--- src/rtl/vitenc_frame_ctrl_if.sv ---
// ---------------------------------------------------------------------------
// vitenc_frame_ctrl_if
// Bit-source handshake between the information-bit source and the frame
// sequencer.
//   start     : source -> ctrl, request one frame (honoured only while idle)
//   bit_in    : source -> ctrl, information bit
//   bit_valid : source -> ctrl, bit_in is valid
//   bit_ready : ctrl -> source, bit accepted when bit_valid && bit_ready
// Modports: master = bit source, slave = frame controller.
// ---------------------------------------------------------------------------
interface vitenc_frame_ctrl_if;
  logic start;
  logic bit_in;
  logic bit_valid;
  logic bit_ready;

  modport master (
    output start,
    output bit_in,
    output bit_valid,
    input  bit_ready
  );

  modport slave (
    input  start,
    input  bit_in,
    input  bit_valid,
    output bit_ready
  );
endinterface

--- src/rtl/vitenc_frame_ctrl.sv ---
// ---------------------------------------------------------------------------
// vitenc_frame_ctrl
// Frame sequencer for the rate-1/2, K=3 (7/5) convolutional encoder. It takes
// FRAME_LEN information bits over a valid/ready handshake, appends TAIL_LEN
// zero tail bits that return the trellis to state 00, and marks which encoder
// output symbols belong to the frame.
//
// Ports:
//   i_clk           : clock, all registers update on the rising edge
//   i_rst_n         : synchronous active-low reset
//   s_bus           : bit-source handshake (slave modport)
//   o_enc_datain    : registered bit for the encoder datain
//   o_enc_sym_valid : registered, high while the encoder output holds a
//                     frame symbol
//   o_frame_done    : one-cycle pulse at the end of each frame
//   o_frame_err     : one-cycle pulse with o_frame_done on an aborted frame
//   o_busy          : controller is not idle
//
// Optional feature: define VITENC_CTRL_PARITY_EN to send an even-parity bit
// (XOR of all data bits) between the data bits and the tail.
// ---------------------------------------------------------------------------
module vitenc_frame_ctrl #(
  parameter int FRAME_LEN = 64,
  parameter int TAIL_LEN  = 2
) (
  input  logic                i_clk,
  input  logic                i_rst_n,
  vitenc_frame_ctrl_if.slave  s_bus,
  output logic                o_enc_datain,
  output logic                o_enc_sym_valid,
  output logic                o_frame_done,
  output logic                o_frame_err,
  output logic                o_busy
);

  localparam int               CNT_W      = $clog2(FRAME_LEN + 1);
  localparam logic [CNT_W-1:0] LAST_BIT   = CNT_W'(FRAME_LEN - 1);
  // FLUSH and TAIL both last two cycles and share the 1-bit phase counter.
  localparam logic [0:0]       LAST_TAIL  = 1'(TAIL_LEN - 1);
  localparam logic [0:0]       LAST_FLUSH = 1'b1;

  typedef enum logic [2:0] {
    ST_FLUSH  = 3'd0,
    ST_IDLE   = 3'd1,
    ST_DATA   = 3'd2,
    ST_TAIL   = 3'd3,
`ifdef VITENC_CTRL_PARITY_EN
    ST_ABORT  = 3'd4,
    ST_PARITY = 3'd5
`else
    ST_ABORT  = 3'd4
`endif
  } state_t;

  state_t           r_state;
  logic [0:0]       r_ph;
  logic [CNT_W-1:0] r_bit_cnt;
  logic             r_datain;
  logic             r_mark;
  logic             r_sym_valid;
  logic             r_done_pend;
  logic             r_err_pend;
  logic             r_done;
  logic             r_err;
  logic             w_bit_ready;
`ifdef VITENC_CTRL_PARITY_EN
  logic             r_par;

  // Even-parity accumulator step.
  function automatic logic f_par_acc(input logic acc, input logic b);
    return acc ^ b;
  endfunction
`endif

  assign w_bit_ready     = (r_state == ST_DATA);
  assign s_bus.bit_ready = w_bit_ready;
  assign o_enc_datain    = r_datain;
  assign o_enc_sym_valid = r_sym_valid;
  assign o_frame_done    = r_done;
  assign o_frame_err     = r_err;
  assign o_busy          = (r_state != ST_IDLE);

  // Frame sequencing FSM with its registered encoder-side outputs.
  always_ff @(posedge i_clk) begin
    if (!i_rst_n) begin
      r_state     <= ST_FLUSH;
      r_ph        <= 1'b0;
      r_bit_cnt   <= '0;
      r_datain    <= 1'b0;
      r_mark      <= 1'b0;
      r_sym_valid <= 1'b0;
      r_done_pend <= 1'b0;
      r_err_pend  <= 1'b0;
      r_done      <= 1'b0;
      r_err       <= 1'b0;
`ifdef VITENC_CTRL_PARITY_EN
      r_par       <= 1'b0;
`endif
    end else begin
      // The encoder output lags datain by one edge; mark is delayed to match.
      r_sym_valid <= r_mark;
      // End-of-frame is flagged one edge after the last drive, which is when
      // the encoder presents that last symbol.
      r_done      <= r_done_pend;
      r_err       <= r_err_pend;
      r_done_pend <= 1'b0;
      r_err_pend  <= 1'b0;
      // The encoder samples every edge, so a defined 0 is the idle drive.
      r_datain    <= 1'b0;
      r_mark      <= 1'b0;
      case (r_state)
        ST_FLUSH: begin
          if (r_ph == LAST_FLUSH) begin
            r_state <= ST_IDLE;
            r_ph    <= 1'b0;
          end else begin
            r_ph <= r_ph + 1'b1;
          end
        end
        ST_IDLE: begin
          if (s_bus.start) begin
            r_state   <= ST_DATA;
            r_bit_cnt <= '0;
`ifdef VITENC_CTRL_PARITY_EN
            r_par     <= 1'b0;
`endif
          end else begin
            r_state <= ST_IDLE;
          end
        end
        ST_DATA: begin
          if (s_bus.bit_valid) begin
            r_datain  <= s_bus.bit_in;
            r_mark    <= 1'b1;
            r_bit_cnt <= r_bit_cnt + CNT_W'(1);
`ifdef VITENC_CTRL_PARITY_EN
            r_par     <= f_par_acc(r_par, s_bus.bit_in);
`endif
            if (r_bit_cnt == LAST_BIT) begin
`ifdef VITENC_CTRL_PARITY_EN
              r_state <= ST_PARITY;
`else
              r_state <= ST_TAIL;
`endif
              r_ph    <= 1'b0;
            end else begin
              r_state <= ST_DATA;
            end
          end else begin
            // Underrun: the zero driven here is the first of two that flush
            // the encoder; ABORT drives the second.
            r_state <= ST_ABORT;
          end
        end
`ifdef VITENC_CTRL_PARITY_EN
        ST_PARITY: begin
          r_datain <= r_par;
          r_mark   <= 1'b1;
          r_state  <= ST_TAIL;
          r_ph     <= 1'b0;
        end
`endif
        ST_TAIL: begin
          r_mark <= 1'b1;
          if (r_ph == LAST_TAIL) begin
            r_state     <= ST_IDLE;
            r_ph        <= 1'b0;
            r_done_pend <= 1'b1;
          end else begin
            r_ph <= r_ph + 1'b1;
          end
        end
        ST_ABORT: begin
          r_state     <= ST_IDLE;
          r_done_pend <= 1'b1;
          r_err_pend  <= 1'b1;
        end
        default: begin
          r_state <= ST_FLUSH;
          r_ph    <= 1'b0;
        end
      endcase
    end
  end

endmodule

--- src/flat_wrapper.sv ---
// flat-port wrapper written by rule: the top's interface ports become plain ports
module vitenc_frame_ctrl_flat 
#(
  parameter int FRAME_LEN = 64,
  parameter int TAIL_LEN  = 2
)
  (i_clk, i_rst_n, o_enc_datain, o_enc_sym_valid, o_frame_done, o_frame_err, o_busy, s_bus_start, s_bus_bit_in, s_bus_bit_valid, s_bus_bit_ready);
  vitenc_frame_ctrl_if s_bus_i ();
  input  logic i_clk;
  input  logic i_rst_n;
  output logic o_enc_datain;
  output logic o_enc_sym_valid;
  output logic o_frame_done;
  output logic o_frame_err;
  output logic o_busy;
  input wire logic [$bits(s_bus_i.start)-1:0] s_bus_start;
  input wire logic [$bits(s_bus_i.bit_in)-1:0] s_bus_bit_in;
  input wire logic [$bits(s_bus_i.bit_valid)-1:0] s_bus_bit_valid;
  output wire logic [$bits(s_bus_i.bit_ready)-1:0] s_bus_bit_ready;
  assign s_bus_i.start = s_bus_start;
  assign s_bus_i.bit_in = s_bus_bit_in;
  assign s_bus_i.bit_valid = s_bus_bit_valid;
  assign s_bus_bit_ready = s_bus_i.bit_ready;
  vitenc_frame_ctrl #(.FRAME_LEN(FRAME_LEN), .TAIL_LEN(TAIL_LEN)) u_core (.i_clk(i_clk), .i_rst_n(i_rst_n), .s_bus(s_bus_i), .o_enc_datain(o_enc_datain), .o_enc_sym_valid(o_enc_sym_valid), .o_frame_done(o_frame_done), .o_frame_err(o_frame_err), .o_busy(o_busy));
endmodule
--- config.mk ---
export PLATFORM = sky130hd
export DESIGN_NAME = vitenc_frame_ctrl_flat
export DESIGN_NICKNAME = d
export VERILOG_FILES = /design/src/rtl/vitenc_frame_ctrl_if.sv /design/src/rtl/vitenc_frame_ctrl.sv /design/src/flat_wrapper.sv
export SDC_FILE = /design/constraint.sdc
export NUM_CORES = 1
export LEC_CHECK = 0
export ABC_CLOCK_PERIOD_IN_PS = 1800
export CELL_PAD_IN_SITES_DETAIL_PLACEMENT = 1
export CELL_PAD_IN_SITES_GLOBAL_PLACEMENT = 2
export CORE_UTILIZATION = 32
export DETAILED_ROUTE_END_ITERATION = 6
export GPL_TIMING_DRIVEN = 1
export PLACE_DENSITY_LB_ADDON = 0.15
export SLEW_MARGIN = 20
export SYNTH_ARGS = -nofsm -noshare
export SYNTH_HDL_FRONTEND = slang
export SYNTH_SLANG_ARGS = --single-unit
--- constraint.sdc ---
create_clock -name i_clk -period 1.8 [get_ports i_clk]
set_input_delay 0.36 -clock i_clk [delete_from_list [all_inputs] [get_ports i_clk]]
set_output_delay 0.36 -clock i_clk [all_outputs]
set_load 0.01 [all_outputs]
======== Word-level counts from Yosys, hierarchy flattened ========
Cells that the tools add are included.
storage, ports and cells
  output and inout port bits .............. 6
  flip-flop bits (word level) ............. 18
  input bits .............................. 5
operators by class
  add/sub/neg operators ................... 2
  reduce and logical (&&, ||, !) cells .... 7
  bitwise operators ....................... 1
  eq/ne operators ......................... 10
  multiplexer cells ....................... 17
operators with widths
  kind                 number
  $mux 7               2
  $pmux 7 s2           1
  $pmux 3 s4           1
  $reduce_and 3->1     3
  $add 7x1->7 const B  1
  $eq 7x6->1 const B   1
  $mux 1               7
  $eq 3x2->1 const B   2
  $mux 3               2
  $ne 2x1->1 const B   2
  $ne 2x2->1 const B   2
  $pmux 1 s2           2
  $reduce_or 2->1      2
  $eq 3x1->1 const B   1
  $eq 3x3->1 const B   1
  $logic_not 3->1      1
  $ne 3x1->1 const B   1
  $pmux 1 s3           1
  $mux 2               1
  $reduce_bool 2->1    1
  $add 1x1->1 const B  1
  $not 1->1            1

======== Depth between registers and ports, before layout ========
Gate-level depths: netlist of run 1.
  depth in word-level cells ............... 4
  mapped depth ............................ 6

======== Worst setup path after synthesis of run 1 ========
No wires, ideal clock.
  path kind ............................... register -> output
  from .................................... reg u_core.r_state[0]
  to ...................................... out o_busy
  required time ........................... 1440 ps
  arrival time ............................ 1071 ps
  stages on the path, launching flop included .. 3
  setup slack ............................. 369 ps
  path through ............................ dfxtp_1 clkbuf_1 or3b_2
on the way
  word-level cells in the longest chain between the ends .. 1
RTL lines
  element                 line                      source
  start, declared         vitenc_frame_ctrl.sv:55   state_t r_state;
  start signal, assigned  vitenc_frame_ctrl.sv:86   r_state <= ST_FLUSH;
  start signal, assigned  vitenc_frame_ctrl.sv:114  r_state <= ST_IDLE;
  start signal, assigned  vitenc_frame_ctrl.sv:122  r_state <= ST_DATA;
  $ne 3x1->1              vitenc_frame_ctrl.sv:81   assign o_busy = (r_state != ST_IDLE);
  end, declared           flat_wrapper.sv:15        output logic o_busy;
No other way between the ends.

======== Worst setup path after layout of run 1 ========
Same ends and word-level chain as after synthesis.

==> results.py, run 1 <==
metrics = {
    "outcome": {
        "status": "completed",
    },
    "global_route": {
        "grt_pass1_wl_um": 3346,
        "grt_pass1_vias": 704,
        "overflow": 0,
        "antenna_found_initial": 0,
        "track_usage_pct": 16.52,
        "grt_max_degree": 16,
    },
    "worst_setup_path": {
        "path_buf_inv": 1,
        "crit_family": "simple AND/OR/NAND/NOR gates",
        "cp_cell_sequence": "or3b_2 > dlygate4sd2_1",
        "slowest_stage": "or3b_2",
        "cp-end-kind": "output port",
        "max_stage_delay_ns": 0.44,
        "cp.required_ns": 1.44,
        "cp_max_fo": 4,
        "path_class": "flop to output port",
        "cp-start-kind": "flop",
        "crit_arrival_ns": 1.39,
        "r2r_setup_slack_ns": 0.28,
    },
    "clock_tree": {
        "cts_made_buffers": 3,
        "cts_setup_buffers": 0,
        "insertion_delay_ns": 0.29,
        "cts_buffer_depth": 2,
        "path_clk_slew_ns": 0.11,
        "cts_sinks": 18,
        "htree_levels": 1,
        "cts_tree": "built",
        "clock_tree.root_cell": "clkbuf_4",
    },
    "sta": {
        "period_minus_slack_ns": 1.749,
        "slew-limit-headroom_pct": 79.70,
        "fmax_mhz": 571.6,
        "finalSetupViolations": 0,
        "drv_slew": 0,
        "hold_violations": 0,
        "skew_ns": 0.004904,
        "tightestPinTransition_ns": 0.3039,
        "min_period_over_period_pct": 97.19,
        "rsz0062_at_grt": "no",
    },
    "pwr": {
        "power-per-cell-area_mw_per_mm2": 785.7,
        "power_switching_uw": 214.4,
        "fin_total_pwr_uw": 827.8,
        "switching_share_pct": 25.90,
        "comb_power_share_pct": 18.0,
        "p_int_uw": 613.4,
        "p_leak_uw": 0.0003780,
        "power.clock.fraction_pct": 30.2,
        "seqPwrFrac_pct": 51.8,
        "peakVddDrop_mv": 0.5761,
    },
    "route": {
        "drt-total-wl_um": 1958,
        "drt_first_iter_violations": 13,
        "drc": 0,
        "routed_via_density": 5.203,
        "dr.pass1.iters": 4,
        "postRouteAntennaNets": 0,
        "wire_per_inst_um": 14.19,
        "num_vias": 718,
    },
    "final_layout": {
        "multi_input_area_um2": 441.7,
        "synthToLayoutAreaGrowth_pct": 26.43,
        "final_cell_mix": "dfxtp_1 (17), nand3_1 (10), buf_4 (10)",
        "n_fill_cell": 295,
        "drive_above_1_share_pct": 16.67,
        "postLayoutCellArea_mm2": 0.001054,
        "diodes": 0,
        "regArea_um2": 361.6,
        "fin_nets": 115,
        "final_common_cell": "dfxtp_1",
    },
    "synthesis": {
        "seq_area_frac_synth_pct": 43.24,
        "syn_inst": 91,
        "synth.avg_cell_area_um2": 9.157,
        "syn_area_um2": 833.3,
        "ys_ff_latch": 18,
        "syn_nets": 97,
        "ys_warn_count": 0,
        "yosysUniqueCellTypes": 32,
    },
    "run": {
        "cap_violations": 0,
    },
    "hold_path": {
        "min_path_type": "flop to flop",
    },
    "place": {
        "dp.final_hpwl_um": 1445,
        "port_buffers": 10,
        "postPlaceCellArea_mm2": 0.001013,
        "gp_congestion": 0.6946,
    },
    "floorplan": {
        "placementRows": 18,
        "dieWidth_um": 53.03,
        "core_area_mm2": 0.002477,
        "initial_core_util_pct": 33.64,
        "io_pins": 11,
        "dieArea_mm2": 0.002812,
        "die_h_um": 53.03,
    },
}
==> cell usage after synthesis, drive strengths merged <==
cell | n | area [um^2]
a211oi | 1 | 7.510
mux2i | 4 | 40.04
a31oi | 3 | 18.77
nand3b | 4 | 30.03
nor4 | 1 | 6.260
ha | 1 | 12.51
nand2b | 2 | 12.51
a21boi | 1 | 7.510
buf | 3 | 17.52
dfxtp | 18 | 360.4
or4 | 2 | 15.01
inv | 1 | 3.750
and2 | 3 | 18.77
and2b | 1 | 7.510
nor3 | 2 | 10.01
o31a | 1 | 8.760
o21ai | 1 | 5.000
or3b | 1 | 8.760
o211ai | 2 | 15.01
clkbuf | 4 | 15.01
a32oi | 2 | 17.52
nor2 | 4 | 15.01
nor3b | 2 | 15.01
nand4bb | 2 | 22.52
nand4b | 2 | 17.52
and4bb | 1 | 12.51
nand2 | 3 | 11.26
and3 | 2 | 12.51
nand3 | 10 | 50.05
nor2b | 3 | 18.77
a21oi | 4 | 20.02
==> routing by layer <==
layer	vias to the layer above	track usage, %	part of all wire (%)
li1	367	-	-
met3	2	4.310	3.2
met4	0	2.632	0.72
met5	-	0	0
met2	10	26.58	45
met1	339	22.28	51
==> cell type report <==
cell class,instances,area share (%)
flip-flops and latches,18,34.32
repair buffers,20,16.39
inverters,1,0.3563
clock buffers,4,3.444
multi-input cells,65,41.92
well taps,30,3.563
==> flip-flops by register name (all words and copies together) (netlist names) <==
name,cells
u_core.r_state,3
u_core.o_frame_err,1
u_core.r_done_pend,1
u_core.r_ph,1
u_core.o_frame_done,1
u_core.o_enc_datain,1
u_core.r_err_pend,1
u_core.o_enc_sym_valid,1
u_core.r_bit_cnt,7
u_core.r_mark,1
==> worst register-to-register path, delay by kind of cell (launching register included) <==
kind / cells / cell delay [ns]
flip-flops: 1 / 0.34
multiplexers: 1 / 0.23
buffers and inverters: 2 / 0.36
AND/OR/NAND/NOR: 1 / 0.24
AO/OA/AOI/OAI: 1 / 0.28
==> power groups by stage <==
stage	sequential, uW	combinational, uW	clock (uW)
after CTS	429	150	258
after detailed placement	437	153	0
after global routing	432	163	278
after floorplan	433	90.9	0
after global placement	436	150	0
final	429	149	250
==> final timing paths <==
kind / cells after the start / start / end
setup / recovery: 2 / u_core.r_state[0]$_SDFFE_PN0N_ / o_busy
hold / removal: 1 / u_core.r_done_pend$_SDFF_PN0_ / u_core.o_frame_done$_SDFF_PN0_
setup reg to reg: 5 / u_core.r_state[2]$_SDFFE_PN0N_ / u_core.r_bit_cnt[5]$_SDFFE_PN0P_
hold reg to reg: 1 / u_core.r_done_pend$_SDFF_PN0_ / u_core.o_frame_done$_SDFF_PN0_
==> cell families after synthesis <==
group           count (synthesis)  synth area share, %
compound gates                 15                12.01
simple gates                   45                34.08
buf+inv                         8                4.354
fa+ha+maj                       1                1.501
flops                          18                43.24
mux                             4                4.805
==> what timing repair did <==
item                                    CTS  global route
gates resized for setup                   4             0
endpoints found under the setup margin    2             0
hold buffers                              0             0
==> through the flow <==
step | cells | hold WS (ns) | TNS, ns | util, % | setup slack (ns)
after CTS | 138 | 0.4506 | 0 | 42.53 | 0.03543
after global routing | 138 | 0.4819 | 0 | 42.53 | 0.006018
after detailed placement | 134 | 0.4256 | -0.02300 | 40.91 | -0.02300
final | 138 | 0.4471 | 0 | 42.53 | 0.05051
after floorplan | 91 | 0.4119 | 0 | - | 0.3692
after global placement | 134 | 0.4130 | 0 | 40.91 | 0.06060
Note: power is estimated with default switching activity, not from simulation.
==> run 2: changes to the inputs <==
Settings changed: PLACE_DENSITY from default to 0.76, PLACE_DENSITY_LB_ADDON 0.15 to default.
==> results.py, run 2 (synthesis results as in run 1) <==
metrics = {
    "route": {
        "highest_layer": "met4",
        "postRouteAntennaNets": 0,
        "drt_first_iter_violations": 11,
        "routed_via_density": 5.283,
        "wl_met2_um": 836,
        "dr_wl_met3_um": 59,
        "drt-total-wl_um": 1936,
        "dr.pass1.iters": 4,
        "wire_per_inst_um": 14.03,
        "num_vias": 729,
        "wirelength_met1_um": 1002,
        "drc": 0,
    },
    "global_route": {
        "antenna_found_initial": 0,
        "overflow": 0,
        "grt_max_degree": 16,
        "grt_pass1_wl_um": 3381,
        "track_usage_pct": 17.51,
        "grt_pass1_vias": 728,
    },
    "pwr": {
        "power_switching_uw": 219.9,
        "p_int_uw": 618.8,
        "peakVddDrop_mv": 0.6257,
        "fin_total_pwr_uw": 838.7,
        "p_leak_uw": 0.0003813,
        "power-per-cell-area_mw_per_mm2": 792.3,
        "comb_power_share_pct": 18.6,
        "power.clock.fraction_pct": 30.3,
        "seqPwrFrac_pct": 51.1,
        "switching_share_pct": 26.22,
    },
    "place": {
        "port_buffers": 10,
        "dp.final_hpwl_um": 1393,
        "gp_congestion": 0.7696,
        "placedCellCount": 132,
        "postPlaceCellArea_um2": 998.5,
    },
    "final_layout": {
        "finalNonFillerCells": 138,
        "postLayoutCellArea_mm2": 0.001059,
        "drive_above_1_share_pct": 17.59,
        "synthToLayoutAreaGrowth_pct": 27.03,
        "regMostFlops": "u_core.r_bit_cnt",
        "regArea_um2": 365.4,
        "n_fill_cell": 293,
        "utilization_pct": 42.73,
        "multi_input_area_um2": 441.7,
        "diodes": 0,
        "final_common_cell": "dfxtp_1",
        "largestRegisters": "u_core.r_bit_cnt (7), u_core.r_state (3)",
        "largest_reg_flops": 7,
        "final_cell_mix": "dfxtp_1 (16), nand3_1 (10), buf_4 (10)",
        "fin_nets": 115,
    },
    "floorplan": {
        "dieArea_mm2": 0.002812,
        "core_area_mm2": 0.002477,
        "die_h_um": 53.03,
        "initial_core_util_pct": 33.64,
        "io_pins": 11,
        "placementRows": 18,
        "dieWidth_um": 53.03,
    },
    "sta": {
        "tightestPinTransition_ns": 0.3030,
        "hold_violations": 0,
        "min_period_over_period_pct": 94.45,
        "period_minus_slack_ns": 1.700,
        "drv_slew": 0,
        "slew-limit-headroom_pct": 79.69,
        "skew_ns": 0.01104,
        "finalSetupViolations": 0,
        "rsz0062_at_grt": "no",
        "tns_ns": 0,
        "fmax_mhz": 588.2,
    },
    "worst_setup_path": {
        "slowest_stage": "or3b_2",
        "path_buf_inv": 1,
        "path_class": "flop to output port",
        "reg2reg_from": "u_core.r_state[0]$_SDFFE_PN0N_",
        "crit_arrival_ns": 1.34,
        "crit_start": "u_core.r_state[0]$_SDFFE_PN0N_",
        "cp_max_fo": 3,
        "cp_cell_sequence": "or3b_2 > clkdlybuf4s15_1",
        "cp.required_ns": 1.44,
        "cp-start-kind": "flop",
        "cp-end-kind": "output port",
        "crit_family": "simple AND/OR/NAND/NOR gates",
        "max_stage_delay_ns": 0.43,
    },
    "clock_tree": {
        "cts_made_buffers": 3,
        "cts_sinks": 18,
        "path_clk_slew_ns": 0.11,
        "hold_buffers": 0,
        "insertion_delay_ns": 0.30,
        "clock_tree.root_cell": "clkbuf_4",
        "cts_tree": "built",
        "htree_levels": 1,
        "cts_buffer_depth": 2,
    },
    "outcome": {
        "status": "completed",
    },
    "hold_path": {
        "min_path_type": "flop to flop",
        "hp-start": "u_core.r_mark$_SDFF_PN0_",
    },
    "run": {
        "cap_violations": 0,
    },
}
==> run 2: cell count changes in the layout (fill, tap and decap cells not counted) <==
| cell | before | now |
|---|---|---|
| dfxtp_4 | 0 | 1 |
| clkdlybuf4s15_1 | 0 | 1 |
| dfxtp_1 | 17 | 16 |
| dlygate4sd2_1 | 2 | 1 |
==> run 2: final cells by class <==
type,count,area share [%]
Sequential cell,18,34.52
Timing Repair Buffer,20,16.43
Multi-Input combinational cell,65,41.73
Clock buffer,4,3.428
Inverter,1,0.3546
Tap cell,30,3.546
==> run 2: final timing paths <==
check	to	slack, ns	depth (start not counted)
min reg2reg	u_core.o_enc_sym_valid$_SDFF_PN0_	0.44	1
max reg2reg	u_core.r_bit_cnt[5]$_SDFFE_PN0P_	0.22	6
min	u_core.o_enc_sym_valid$_SDFF_PN0_	0.44	1
max	o_busy	0.1	2
==> run 2: worst register-to-register path: stages (launching register included) <==
cell and delay, ns:
dfxtp_4 0.36, buf_4 0.13, buf_4 0.15, nand4bb_1 0.19, buf_4 0.18, a211oi_1 0.28, mux2i_1 0.21
==> run 2: repair_timing <==
item / in CTS / in global routing
setup buffers: 0 / 2
gates resized for setup: 5 / 2
setup endpoints to repair: 2 / 1
==> run 2: power groups by stage <==
stage / clock network, uW / registers, uW / logic [uW]
after floorplan: 0 / 433 / 90.9
after global placement: 0 / 437 / 143
after detailed placement: 0 / 438 / 145
after CTS: 269 / 432 / 142
after global routing: 288 / 431 / 173
final: 254 / 429 / 156
==> run 2: through the flow <==
step / worst slack, ns / hold WS [ns]
floorplan: 0.3692 / 0.4119
global placement: 0.08732 / 0.4133
detailed placement: 0.04523 / 0.4233
CTS: 0.008367 / 0.4525
global route: 0.03649 / 0.4618
finish: 0.09995 / 0.4426
==> run 2: routing by layer <==
layer / global-route usage (%) / vias to the layer above
li1: - / 374
met1: 21.00 / 342
met2: 27.64 / 9
met3: 6.034 / 4
met4: 8.333 / 0
met5: 0 / -
==> run 3: changes to the inputs <==
Settings changed: CTS_CLUSTER_SIZE from default to 24.
==> results of run 3 <==
Same layout as run 2: the final DEF is identical, and so are final timing and power.
